[src/rtl/serial_adder_pkg.sv]
// Shared definitions for the bit-serial adder: FSM state encodings and the
// default operand width.
package serial_adder_pkg;

  localparam int unsigned SA_DEFAULT_WIDTH = 8;

  typedef enum logic [1:0] {
    SA_IDLE  = 2'd0,
    SA_SHIFT = 2'd1,
    SA_DONE  = 2'd2
  } sa_state_e;

endpackage : serial_adder_pkg

[src/rtl/serial_adder_full_adder_slice.sv]
// One-bit full-add slice built from two half-adder cells and an OR of their
// carries; the two carries can never both be set, so OR equals XOR here.
module full_adder_slice (
  input  logic a_i,
  input  logic b_i,
  input  logic cin_i,
  output logic sum_o,
  output logic cout_o
);

  logic h1_sum;
  logic h1_carry;
  logic h2_carry;

  half_adder u_h1 (
    .a_i     (a_i),
    .b_i     (b_i),
    .sum_o   (h1_sum),
    .carry_o (h1_carry)
  );

  half_adder u_h2 (
    .a_i     (h1_sum),
    .b_i     (cin_i),
    .sum_o   (sum_o),
    .carry_o (h2_carry)
  );

  assign cout_o = h1_carry | h2_carry;

endmodule : full_adder_slice

[src/rtl/serial_adder_half_adder.sv]
// Half-adder cell: one-bit sum and carry of two inputs.
module half_adder (
  input  logic a_i,
  input  logic b_i,
  output logic sum_o,
  output logic carry_o
);

  assign sum_o   = a_i ^ b_i;
  assign carry_o = a_i & b_i;

endmodule : half_adder

[src/rtl/serial_adder.sv]
// Bit-serial ripple adder. Operands are captured on the input handshake,
// added LSB first through one full-add slice (one bit per clock), and the
// WIDTH-bit sum plus carry-out are held on the output handshake until taken.
module serial_adder
  import serial_adder_pkg::*;
#(
  parameter int unsigned WIDTH = SA_DEFAULT_WIDTH
) (
  input  logic             clk,
  input  logic             rst_n,
  input  logic             in_valid,
  output logic             in_ready,
  input  logic [WIDTH-1:0] a,
  input  logic [WIDTH-1:0] b,
  input  logic             cin,
  output logic             out_valid,
  input  logic             out_ready,
  output logic [WIDTH-1:0] sum,
  output logic             cout,
  output logic             busy
);

  localparam int unsigned      CNT_W    = $clog2(WIDTH);
  localparam logic [CNT_W-1:0] LAST_CNT = CNT_W'(WIDTH - 1);

  sa_state_e        state_q;
  logic [WIDTH-1:0] a_q;
  logic [WIDTH-1:0] b_q;
  logic [WIDTH-1:0] sum_q;
  logic             carry_q;
  logic [CNT_W-1:0] cnt_q;

  logic slice_sum;
  logic slice_carry;

  full_adder_slice u_slice (
    .a_i    (a_q[0]),
    .b_i    (b_q[0]),
    .cin_i  (carry_q),
    .sum_o  (slice_sum),
    .cout_o (slice_carry)
  );

  // Control FSM plus datapath: capture on accept, shift one bit per clock,
  // hold the result in DONE until the consumer takes it.
  // NOTE: every register here is assigned with <= so all of them update from
  // the same pre-edge values; a blocking '=' would let later lines see the
  // already-shifted operands within the same edge.
  always_ff @(posedge clk or negedge rst_n) begin
    if (!rst_n) begin
      state_q <= SA_IDLE;
      a_q     <= '0;
      b_q     <= '0;
      sum_q   <= '0;
      carry_q <= 1'b0;
      cnt_q   <= '0;
    end else begin
      case (state_q)
        SA_IDLE: begin
          if (in_valid) begin
            a_q     <= a;
            b_q     <= b;
            carry_q <= cin;
            cnt_q   <= '0;
            state_q <= SA_SHIFT;
          end
        end
        SA_SHIFT: begin
          a_q     <= {1'b0, a_q[WIDTH-1:1]};
          b_q     <= {1'b0, b_q[WIDTH-1:1]};
          sum_q   <= {slice_sum, sum_q[WIDTH-1:1]};
          carry_q <= slice_carry;
          if (cnt_q == LAST_CNT) begin
            // Counter is held at its last value so it never wraps.
            state_q <= SA_DONE;
          end else begin
            cnt_q <= cnt_q + CNT_W'(1);
          end
        end
        SA_DONE: begin
          if (out_ready) begin
            state_q <= SA_IDLE;
          end
        end
        default: state_q <= SA_IDLE;
      endcase
    end
  end

  // Handshake and status outputs are pure decodes of the registered state.
  assign in_ready  = (state_q == SA_IDLE);
  assign out_valid = (state_q == SA_DONE);
  assign busy      = (state_q == SA_SHIFT) || (state_q == SA_DONE);
  assign sum       = sum_q;
  assign cout      = carry_q;

endmodule : serial_adder
[config.mk]
export PLATFORM = sky130hd
export DESIGN_NAME = serial_adder
export DESIGN_NICKNAME = d
export VERILOG_FILES = /design/src/rtl/serial_adder_pkg.sv /design/src/rtl/serial_adder_full_adder_slice.sv /design/src/rtl/serial_adder_half_adder.sv /design/src/rtl/serial_adder.sv
export SDC_FILE = /design/constraint.sdc
export NUM_CORES = 1
export LEC_CHECK = 0
export ABC_AREA = 1
export CORE_MARGIN = 2
export CORE_UTILIZATION = 45
export DETAILED_ROUTE_END_ITERATION = 8
export PLACE_DENSITY = 0.75
export REMOVE_ABC_BUFFERS = 1
export SLEW_MARGIN = 20
export SYNTH_ARGS = -nofsm -noshare
export SYNTH_HDL_FRONTEND = slang
export SYNTH_HIERARCHICAL = 1
export SYNTH_SLANG_ARGS = --single-unit
[constraint.sdc]
create_clock -name clk -period 1.2 [get_ports clk]
set_input_delay 0.18 -clock clk [delete_from_list [all_inputs] [get_ports clk]]
set_output_delay 0.18 -clock clk [all_outputs]
set_load 0.02 [all_outputs]
======== Yosys cells after proc, flatten, opt, wreduce, memory -nomap -nowiden ========
Index checks and enable logic that the tools add are counted.
word-level totals
  register bits after elaboration ......... 30
  output and inout port bits .............. 12
  word-level logic and storage cells ...... 38
operators by class
  add/sub/neg operators ................... 1
  equal/unequal tests ..................... 7
  mux-type cells .......................... 13
  bitwise gates (word level) .............. 5
  reductions and logical operators ........ 6
operator list
  operator                                                               count
  8-bit case mux with 2 select lines                                     2
  8-bit two-way mux                                                      2
  2-bit two-way mux                                                      3
  3-bit two-way mux                                                      2
  2-bit != test, second input constant                                   3
  2-bit case mux with 3 select lines                                     1
  3-bit case mux with 2 select lines                                     1
  3-bit AND reduction                                                    2
  3-bit by 1-bit adder with 3-bit output, second input constant          1
  3-bit equality test, second input constant                             1
  1-bit AND                                                              2
  2-bit by 1-bit equality test with 1-bit output, second input constant  1
  2-bit equality test, second input constant                             1
  2-bit logical NOT                                                      1
  2-bit by 1-bit != test with 1-bit output, second input constant        1
  1-bit case mux with 2 select lines                                     1
  2-bit AND reduction                                                    1
  2-bit nonzero test                                                     1
  1-bit XOR                                                              2
  1-bit logical OR                                                       1
  1-bit two-way mux                                                      1
  1-bit OR                                                               1

======== Depth between registers and ports, before layout ========
Gate-level depths: netlist of the first run.
  word-level depth ........................ 4
  mapped depth ............................ 9

======== Cells and area by module ========
The synthesis of the first run kept the hierarchy.
modules (own cells, without submodules)
  module            instances  cells an instance  area each (um^2)
  serial_adder      1          195                1,527.7
  half_adder        2          1                  12.5
  full_adder_slice  1          3                  11.3

======== Least setup slack after synthesis of the first run ========
Ideal clock, no wire load.
  path kind ............................... flip-flop to flip-flop
  from .................................... register state_q[0]
  to ...................................... register a_q[1]
  arrival time ............................ 1.343 ns
  path slack .............................. -0.260 ns
  stages on the path, launching flop included .. 9
  period minus slack after synthesis ...... 1.460 ns
  cell sequence ........................... dfrtp_1 inv_1 ha_1 nand2_2 nand2_8 inv_8 buf_12 nand2_1 nand2_1
on the way
  word-level cells in the longest chain between the ends .. 3
ends and longest elaborated chain
  what                                                                  line                RTL
  from (decl)                                                           serial_adder.sv:26  sa_state_e state_q;
  from (signal assigned)                                                serial_adder.sv:51  state_q <= SA_IDLE;
  from (signal assigned)                                                serial_adder.sv:65  state_q <= SA_SHIFT;
  from (signal assigned)                                                serial_adder.sv:75  state_q <= SA_DONE;
  2-bit logical NOT (*)                                                 --
  via in_ready                                                          serial_adder.sv:12  output logic in_ready,
  2-bit != test (no line) / 2-bit nonzero test (equally long branches)  --
  2-bit AND reduction (no line)                                         --
  to (signal assigned)                                                  serial_adder.sv:69  a_q <= {1'b0, a_q[WIDTH-1:1]};
  to (decl)                                                             serial_adder.sv:27  logic [WIDTH-1:0] a_q;
The timed path passes the listed nets; every way through them passes the cells marked *.
A chain may end at the register's enable or synchronous reset.

======== Final worst setup path of the first run ========
  from .................................... register state_q[0]
  to ...................................... register a_q[2]
on the way
  word-level cells in the longest chain between the ends .. 3
ends and longest elaborated chain
  what                                                                                        line                RTL
  2-bit by 1-bit equality test with 1-bit output / 2-bit logical NOT (equally long branches)  serial_adder.sv:58  case (state_q)
  2-bit nonzero test (no line) / 2-bit != test (equally long branches)                        --
  2-bit AND reduction (no line)                                                               --
Parallel ways exist; a longest one is shown, timed or not.

==> run summary, run 1 <==
The flow ran to the end, but the final reports show violations. The final reports fail on setup timing. The chip width is 63.0 um. Once the floorplan was initialized, standard cells occupied 46.9% of the core. The count of synthesis-stage warnings from yosys came out at 6. Setup repair after global routing could not meet its margin everywhere.

The placeable core area is around 0.0033 sq mm. The number of enable-type register cells in the synthesized netlist is 0. The most critical setup path has its endpoint at a_q[2]. The vias after detailed routing is 1430. The final-report max-slew violation count came to 0. The worst path setup slack after routing came out at -0.199 ns. The number of buffers created by CTS came out at 5. At the end of routability-driven placement, the weighted congestion stood at 0.746.

The switching part of the total power came out at 43.0%. The count of port buffers added during placement is 32. In this run the critical register-to-register path is captured at a_q[2]. The die covers 0.00396 sq mm. In this run the number of H-tree levels came out at 2.

In this run the power density over the cells is approximately 2600 mW/mm^2. The via density per instance is around 4.7. The largest clock skew in the final design is 0.00369 ns. STA puts the critical path data required time at 1.48 ns. The worst endpoint data arrival time is between 1.5 and 2 ns. The launching point of the worst reg2reg path is state_q[0]. For this design the total switching power over the nets is around 2.6 mW. The share of the clock period used by the worst path after layout came out at 117%. The setup path with the least slack is of type reg2reg. The internal reg-to-reg setup slack came out at -0.20 ns. The worst setup path is captured at a flop. The number of nets in the layout is approximately 290. The number of DRC markers after the initial detailed-route iteration came out at 56. The flop and latch count out of synthesis came out at 30. The critical path goes through buf_6, ha_4, buf_6, nand2_4, nand2_8, buf_12, inv_8, nand2_1, nand2_1. For this run, the slowest stage of the critical path takes 0.42 ns. The I/O pin total is 33.

The internal power of the cells came out at 3.50 mW. The via count of the first global-routing pass came to 1231. The time the final worst path needs with I/O delays and setup came out at 1.40 ns. The depth of the worst register-to-register path came out at 9. The final-report hold violation count was 0.

The library cell used most frequently in the layout, excluding fill and tap cells, is nand2_1. The design draws 6.14 mW. Measured against its own limit, the worst slew margin works out to 86.8%. The slew at the pin closest to its max-slew limit is approximately 0.2 ns. The first-pass iteration count of the detailed router is 4. A synthesized cell averages 7.82 sq um. Summed over all nets, the half-perimeter wirelength after detailed placement is roughly 2000 um. The count of inserted antenna diode cells is 0. The wire length per cell is 11.9 um. Counting flops with an async set or reset pin after synthesis yields a share of between 90% and 100%. In this run the remaining antenna-violating nets after routing total 0. The highest net fanout along the worst path came out at 8. The post-place setup slack came out at -0.277 ns.

The max-cap check violation count came out at 0. The worst-skew pair later-pin latency is 0.34 ns. For this run, design rule violations remaining after detail routing come to 0.

The slowest library cell on the worst path is dfrtp_1. The leakage power figure came out at 1.27 nW. The vertical extent of the die came out at 63.0 um. The CTS sink count is 30. The root buffer cell chosen for the clock tree is clkbuf_4. The cell count after synthesis is 200. The initial antenna violation count is 0. The maximum number of buffers from clock root to sink came out at 2. The combinational share of power is approximately three fifths. In this run, placement finished with an instance count of ~290. The share of the yosys chip area belonging to registers is 48.0%. The fraction of final layout cells with drive strength greater than 1 came out at a little under a third. STA classifies the critical path startpoint as a flop. The cell row count is 21.

The share of total power dissipated in the clock network is 10.0%. The total global-route track usage is 18.6%. The post-detailed-routing wire length is 3620 um. The growth of design area from synthesis to finish came out at 49.4%. In the layout the commonest cells are nand2_1 (108), dfrtp_1 (30), clkdlybuf4s50_1 (20), nand2_2 (18), buf_4 (14). The remaining global-route overflow came out at 0. The netlist area before placement came out at 0.00156 sq mm.

The sequential cell fraction of total power came out at 28.6%. The final count of negative-setup-slack endpoints came out at 32. The wire length of the first global-routing pass is 5700 um.

The achievable frequency is slightly above 700 MHz. The total of hold buffers inserted after clock tree synthesis is 0. Setup total negative slack on the finished layout was measured at -4.82 ns. The largest net degree at the start of global routing came out at 31. The worst hold slack came out at approximately 0.19 ns. The number of distinct library cells after synthesis came out at 18. The maximum resistive drop on vdd is 0.00151 V. The finished layout holds 303 standard cells, fillers aside. The clock tree from TritonCTS is built. The most used flip-flop cell after synthesis is dfrtp_1. The post-CTS clock slew at the launch and capture registers of the worst setup and hold paths came out at 0.09 ns. The class of the most critical hold timing path is in2async. The critical path starts at state_q[0].
[synth_stat cells (2+ instances only)]
cell type | instances | area share [%]
buf_6 | 2 | 1.4
nand4_1 | 2 | 0.80
inv_2 | 2 | 0.48
nand3_1 | 5 | 1.6
nand2_1 | 126 | 30
buf_4 | 3 | 1.4
inv_1 | 9 | 2.2
nand2_2 | 5 | 2.0
ha_1 | 8 | 6.4
dfrtp_1 | 30 | 48
[critical path, delay by kind of cell (launching register included)]
| family | cells | cell delay (ns) |
|---|---|---|
| flip-flops | 1 | 0.42 |
| AND/OR/NAND/NOR | 4 | 0.27 |
| adder cells (fa/ha/maj) | 1 | 0.15 |
| buffers and inverters | 4 | 0.49 |
[what timing repair did]
action,CTS,global route
pin swaps,4,3
gates resized for setup,79,21
gates cloned,2,2
endpoints found under the setup margin,42,41
buffers inserted,4,4
[worst min-delay path by stage]
stage | startpoint | endpoint | slack (ns) | cells past startpoint
finish | rst_n | b_q[2] | 0.19 | 2
global route | rst_n | sum[0] | 0.19 | 2
CTS | rst_n | sum[5] | 0.20 | 2
detailed placement | a_q[6] | a_q[6] | 0.46 | 2
global placement | a_q[2] | a_q[2] | 0.45 | 2
floorplan | rst_n | a_q[0] | -0.12 | 0
[cells by family (layout without fill, tap and decap cells)]
group	Yosys count	after routing	share of synthesized area [%]
compound gates	2	2	0.639
fa+ha+maj	8	8	6.40
flops	30	30	48.0
buf+inv	19	76	7.84
simple gates	141	141	37.1
[state kept, by name (all words and copies together), names as in the netlist]
signal,flops
a_q,8
b_q,8
cnt_q,3
cout,1
state_q,2
sum,8
[power groups by stage]
| stage | Clock, mW | Sequential [mW] | Combinational [mW] |
|---|---|---|---|
| floorplan | 0 | 1.86 | 1.50 |
| global placement | 0 | 1.72 | 2.77 |
| detailed placement | 0 | 1.74 | 2.82 |
| CTS | 0.621 | 1.73 | 3.48 |
| global route | 0.665 | 1.81 | 4.15 |
| finish | 0.615 | 1.76 | 3.77 |
[metrics by stage]
| step | instance area, sq um | utilization [%] |
|---|---|---|
| after floorplan | 1490 | - |
| after global placement | 2010 | 60.4 |
| after detailed placement | 2010 | 60.4 |
| after CTS | 2270 | 68.1 |
| after global routing | 2340 | 70.0 |
| final | 2340 | 70.0 |
[layer usage]
layer  wire length (um)  track usage (%)  vias to the layer above
met1               1560             23.0                      667
met2               1830             30.2                       29
met4                102             10.0                        0
li1                   -                -                      725
met5                  0                0                        -
met3                128             4.14                        9
[cell type report]
cell class	count	area, sq um
clock buffers	6	51.3
inverters	12	76.3
multi-input cells	151	801
repair buffers	56	577
well taps	46	57.6
flip-flops and latches	30	751
repair inverters	2	22.5
fillers	279	1000
Power figures use the tool's default switching activity.
==> run 2, diff against run 1 <==
- CAP_MARGIN: not set -> 10
- MAX_ROUTING_LAYER: not set -> met4
==> run summary, run 2 (synthesis gave the netlist of run 1 again) <==
The effective utilization at floorplan is 46.9% (unchanged). The growth of design area from synthesis to finish was 49.4% (unchanged). The CTS sink count is 30 (unchanged). The startpoint class of the critical path is a flop. The sequential cell fraction of total power is 28.6% (about the same). The switching power summed over all nets came out at 2.64 mW (+0.22%). The final count of negative-setup-slack endpoints is 32 (unchanged). The fraction of final layout cells with drive strength greater than 1 is 30.4% (unchanged).

The total global-route track usage came to 19.2% (+0.53 points). The number of nets in the layout is 287 (unchanged). The internal power of the cells is 3.50 mW (about the same).

The count of inserted antenna diode cells was 0 (unchanged). The depth of the worst register-to-register path is 9 (unchanged). The vias after detailed routing came out at 1427 (-0.21%). TritonCTS built the clock tree.

The via density per instance is 4.71 (-0.21%). The root buffer selected by CTS is clkbuf_4. The wire length of the first global-routing pass is 5710 um (+0.12%). The wire length per cell was 11.9 um (-0.17%).

The internal reg-to-reg setup slack is -0.20 ns (about the same). The worst register-to-register path ends at a_q[2]. The final-report hold violation count is 0 (unchanged). The remaining global-route overflow is 0 (unchanged).

The area of all placed cells without fillers is 0.00234 sq mm (unchanged). The estimated wirelength of the detail-placed design is 2050 um (unchanged). The maximum number of buffers from clock root to sink was 2 (unchanged). The data required time at the worst endpoint came out at 1.48 ns (about the same). The number of buffers created by CTS is 5 (unchanged).

The area of the die came out at 0.00396 sq mm (unchanged). The type of the setup path with the least slack is reg2reg. The share of the clock period used by the worst path after layout came out at 117% (+0.49 points).

The post-detailed-routing wire length came out at 3610 um (-0.17%). The placeable core area came to 0.00334 sq mm (unchanged). The via count of the first global-routing pass is 1230 (-0.081%). The number of DRC violations after detailed routing is 0 (unchanged). Leaving out fill and tap cells, the most frequent cell in the layout is nand2_1. The number of DRC markers after the initial detailed-route iteration came out at 65 (+16%). In this run the critical register-to-register path is launched from state_q[0]. The final reports fail on setup timing. The cell row count is 21 (unchanged). The worst path setup slack after routing is -0.205 ns (-0.00591 ns). The worst setup path is captured at a flop. The top cell types in the final layout, fill and taps aside, are nand2_1 (108), dfrtp_1 (30), clkdlybuf4s50_1 (20), nand2_2 (18), buf_4 (14). The chip width was 63.0 um (unchanged). The vertical extent of the die came to 63.0 um (unchanged). The worst-skew pair later-pin latency came to 0.34 ns (about the same). The run finished, with violations left.

The deepest level of the CTS H-tree came to 2 (unchanged). The proportion of power drawn by the clock network came to 10.0% (about the same). The power per unit of standard cell area is 2630 mW/mm^2 (about the same). The max-cap check violation count came to 0 (unchanged). The cell area after placement came out at 0.00201 sq mm (unchanged). The most critical setup path has its startpoint at state_q[0]. The achievable frequency came out at 712 MHz (-0.42%). The I/O pin total came out at 33 (unchanged). The slew at the pin closest to its max-slew limit was 0.197 ns (-0.000331 ns). The time the final worst path needs with I/O delays and setup is 1.40 ns (+0.00591 ns). The number of antenna-violating nets in the routed design is 0 (unchanged). The final-report max-slew violation count came out at 0 (unchanged). The first-pass iteration count of the detailed router came out at 4 (unchanged). The switching part of the total power is 43.0% (+0.054 points). The largest net degree at the start of global routing came out at 31 (unchanged). The largest clock skew in the final design came out at 0.00653 ns (+0.00283 ns).

The tightest min-delay check is of the in2async type. The global placer's final weighted congestion is 0.755 (+1.3%). The worst endpoint data arrival time is 1.68 ns (about the same).

The power after layout is 6.15 mW (about the same). The leakage power figure came out at 1.27 nW (unchanged). The maximum resistive drop on vdd is 0.00153 V (+0.98%). The post-CTS clock slew at the launch and capture registers of the worst setup and hold paths is 0.10 ns (about the same).

The highest net fanout along the worst path is 8 (unchanged). Setup repair after global routing could not meet its margin everywhere. The count of port buffers added during placement is 32 (unchanged). The initial antenna violation count was 0 (unchanged). The combinational share of power came out at 61.4% (about the same). The worst slew margin relative to its limit is 86.8% (about the same).
[run 2: layout make-up]
class | instances | area, sq um
clock buffer | 6 | 51.3
fill | 279 | 1000
inverter | 12 | 76.3
multi-input combinational | 151 | 801
sequential | 30 | 751
tap | 46 | 57.6
timing repair buffer | 56 | 577
timing repair inverter | 2 | 22.5
[run 2: worst max-delay path by stage]
stage,endpoint,depth (start not counted),slack [ns]
global route,cout,9,-0.25
finish,a_q[2],9,-0.20
detailed placement,busy,3,-0.28
CTS,cnt_q[0],10,-0.19
floorplan,cout,7,-0.52
global placement,busy,3,-0.25
[run 2: metrics by stage]
step / TNS (ns) / hold slack [ns] / std cells / utilization (%) / setup slack, ns
4_1_cts: -4.13 / 0.197 / 297 / 68.1 / -0.189
6_report: -4.91 / 0.189 / 303 / 70.0 / -0.205
3_5_place_dp: -4.56 / 0.458 / 285 / 60.4 / -0.277
2_1_floorplan: -14.06 / -0.116 / 193 / - / -0.522
5_1_grt: -6.37 / 0.195 / 303 / 70.0 / -0.250
3_3_place_gp: -3.48 / 0.454 / 285 / 60.4 / -0.247
[run 2: layer usage]
metal  global-route usage, %  share of wire [%]  up-vias
met3                    4.14                2.9        9
met1                    23.0                 43      671
met4                    10.0                2.8        0
li1                        -                  -      723
met5                       -                  0        -
met2                    30.2                 51       24
[run 2: what timing repair did]
action / in CTS / in global routing
hold buffers: 0 / 0
resized for setup: 79 / 21
cloned: 2 / 2
setup buffers: 4 / 4
pin swaps: 4 / 3
endpoints found under the setup margin: 42 / 41
[run 2: critical path: stages, from the launching register on]
cell	delay, ns
dfrtp_1	0.43
buf_6	0.14
ha_4	0.15
buf_6	0.11
nand2_4	0.08
nand2_8	0.08
buf_12	0.16
inv_8	0.08
nand2_1	0.05
nand2_1	0.06
[run 2: power by group through the flow]
stage | sequential, mW | combinational [mW] | clock [mW]
finish | 1.76 | 3.78 | 0.615
global route | 1.81 | 4.15 | 0.665
CTS | 1.73 | 3.48 | 0.621
detailed placement | 1.74 | 2.82 | 0
global placement | 1.72 | 2.77 | 0
floorplan | 1.86 | 1.50 | 0
==> run 3, diff against run 2 <==
- CELL_PAD_IN_SITES_DETAIL_PLACEMENT: not set -> 0
- CELL_PAD_IN_SITES_GLOBAL_PLACEMENT: not set -> 1
- CORE_UTILIZATION: 45 -> 33
- PLACE_DENSITY: 0.75 -> not set
- PLACE_DENSITY_LB_ADDON: not set -> 0.1
==> run summary, run 3 (synthesis gave the netlist of run 1 again) <==
The final reports fail on setup timing. STA classifies the critical path endpoint as a flop. Compared with the post-synthesis result, the final layout area differs by 50.7%. The type of the setup path with the least slack is reg2reg. The launching point of the worst reg2reg path is state_q[1]. The share of the clock period used by the worst path after layout came out at 116% (-0.79 points).

The initial antenna violation count is 0 (unchanged). The sum of negative setup slack was -3.46 ns (+1.45 ns). The area of the die is 0.00531 sq mm (+34%). The share of the core filled with cells is 50.6% (-19 points). The post-CTS clock slew at the launch and capture registers of the worst setup and hold paths came to 0.07 ns (-0.03 ns). Setup repair after global routing could not meet its margin everywhere. The number of antenna-violating nets in the routed design is 0 (unchanged). The fraction of final layout cells with drive strength greater than 1 was 30.9% (+0.51 points).

The vias after detailed routing is 1378 (-3.4%). The cell row count is 25 (+19%). The CTS sink count came out at 30 (unchanged). The largest clock skew in the final design is 0.00415 ns (-0.00237 ns).

The most critical setup path has its startpoint at state_q[1]. The worst path setup slack after routing came to -0.195 ns (+0.00952 ns). The final-report hold violation count is 0 (unchanged). The max-cap check violation count came out at 0 (unchanged). The largest net degree at the start of global routing is 31 (unchanged). Leaving out fill and tap cells, the most frequent cell in the layout is nand2_1. The number of cells in the design after placement is 293 (+2.8%).

The total of fill cells in the finished design came out at 448 (+61%). The final-report max-slew violation count was 0 (unchanged). The power per unit of standard cell area came out at 2570 mW/mm^2 (-2.4%).

The number of standard cells in the layout, taps in and fillers out is 310 (+2.3%). The remaining global-route overflow came to 0 (unchanged). The via count of the first global-routing pass was 1368 (+11%). The post-detailed-routing wire length came out at 3480 um (-3.7%). The I/O pin total is 33 (unchanged). The data required time at the worst endpoint is 1.37 ns (-0.11 ns). The effective utilization at floorplan is 33.6% (-13 points). The number of DRC markers after the initial detailed-route iteration is 63 (-3.1%).

The via density per instance is 4.45 (-5.6%). The chip width is 72.8 um (+16%). The worst endpoint data arrival time is 1.56 ns (-0.12 ns). The number of DRC violations after detailed routing came to 0 (unchanged).

The worst hold path belongs to the class in2async. The placeable core area is 0.00466 sq mm (+40%). The count of port buffers added during placement is 32 (unchanged).

The number of nets in the layout is 284 (-1.0%). The clock tree from TritonCTS is built. The estimated wirelength of the detail-placed design was 2210 um (+8.2%). The count of inserted antenna diode cells is 0 (unchanged).

The final count of negative-setup-slack endpoints came out at 25 (-22%). The number of buffers created by CTS is 5 (unchanged). The maximum resistive drop on vdd is 0.00155 V (+1.5%). Leaving out fill and tap cells, the most frequent cells in the layout are nand2_1 (101), dfrtp_1 (30), nand2_2 (25), clkdlybuf4s50_1 (20), buf_4 (14). The slew at the pin closest to its max-slew limit came out at 0.257 ns (+0.0604 ns). The wire length of the first global-routing pass is 6180 um (+8.3%).

The time the final worst path needs with I/O delays and setup came out at 1.40 ns (-0.00952 ns). The first-pass iteration count of the detailed router is 4 (unchanged). The leakage power figure came out at 1.25 nW (-1.9%). The deepest level of the CTS H-tree is 2 (unchanged). The post-place setup slack is -0.309 ns (-0.0317 ns). The total global-route track usage came out at 15.7% (-3.5 points).

The worst slew margin relative to its limit came out at 82.9% (-4.0 points). The vertical extent of the die was 72.8 um (+16%). The startpoint class of the critical path is a flop.

The achievable frequency came to 717 MHz (+0.68%). The total of hold buffers inserted after clock tree synthesis came to 0 (unchanged). The maximum number of buffers from clock root to sink came to 2 (unchanged). Clock tree synthesis selected as its root buffer the cell clkbuf_8.

The run finished, with violations left. The worst-skew pair later-pin latency came out at 0.28 ns (-0.06 ns). The highest net fanout along the worst path came out at 7 (-1). The global placer's final weighted congestion came out at 0.717 (-5.0%). The wire length per cell is 11.2 um (-5.8%).
## run 3: cell count changes in the layout (fill, tap and decap cells not counted), moves of 5 or more
cell	before	now
clkdlybuf4s15_1	0	5
nand2_1	108	101
clkbuf_4	5	0
clkbuf_8	1	6
nand2_2	18	25
buf_2	6	0
## run 3: area by class of cell
type                            instances  area (sq um)  share of cell area (%)
Multi-Input combinational cell        152           848                    36.0
Clock inverter                          1          5.00                   0.212
Tap cell                               54          67.6                    2.87
Clock buffer                            7          86.3                    3.66
Sequential cell                        30           751                    31.8
Timing Repair Buffer                   53           526                    22.3
Timing Repair inverter                  1          11.3                   0.478
Inverter                               12          62.6                    2.65
## run 3: stage by stage
stage | hold WS (ns) | total power [mW] | area (sq um)
after global routing | 0.280 | 6.62 | 2360
after detailed placement | 0.459 | 4.57 | 2020
after global placement | 0.454 | 4.50 | 2020
final | 0.262 | 6.06 | 2360
after CTS | 0.265 | 5.95 | 2300
after floorplan | -0.116 | 3.35 | 1490
## run 3: final timing paths
path / endpoint / slack (ns) / cells after the start
max: b_q[1] / -0.20 / 9
min: sum[1] / 0.26 / 2
max reg2reg: b_q[1] / -0.20 / 9
min reg2reg: sum[0] / 0.47 / 2
max in group asynchronous: a_q[6] / 0.76 / 2
min in group clk: b_q[7] / 0.45 / 3
## run 3: critical path, stage by stage (launching register included)
cell	delay [ns]
dfrtp_1	0.37
inv_2	0.07
buf_6	0.12
ha_4	0.17
buf_6	0.12
nand2_8	0.06
nand2_8	0.11
buf_12	0.16
nand2_2	0.05
nand2_2	0.04
## run 3: repair_timing
action | in CTS | in global routing
resized for setup | 72 | 15
setup buffers | 5 | 2
gates cloned | 2 | 0
setup endpoints to repair | 42 | 39
pin swaps | 28 | 5
## run 3: per-layer routing
layer	part of all wire [%]	vias up	track usage, %
met5	0	-	-
met4	1.4	0	4.94
met3	4.3	6	3.87
met2	48	29	25.1
met1	47	620	19.7
li1	-	723	-
## run 3: where the power goes
group          switching, mW  internal [mW]  total, mW
combinational           1.92           1.55       3.47
clock                  0.374          0.462      0.836
sequential             0.277           1.47       1.75
total                   2.57           3.49       6.06
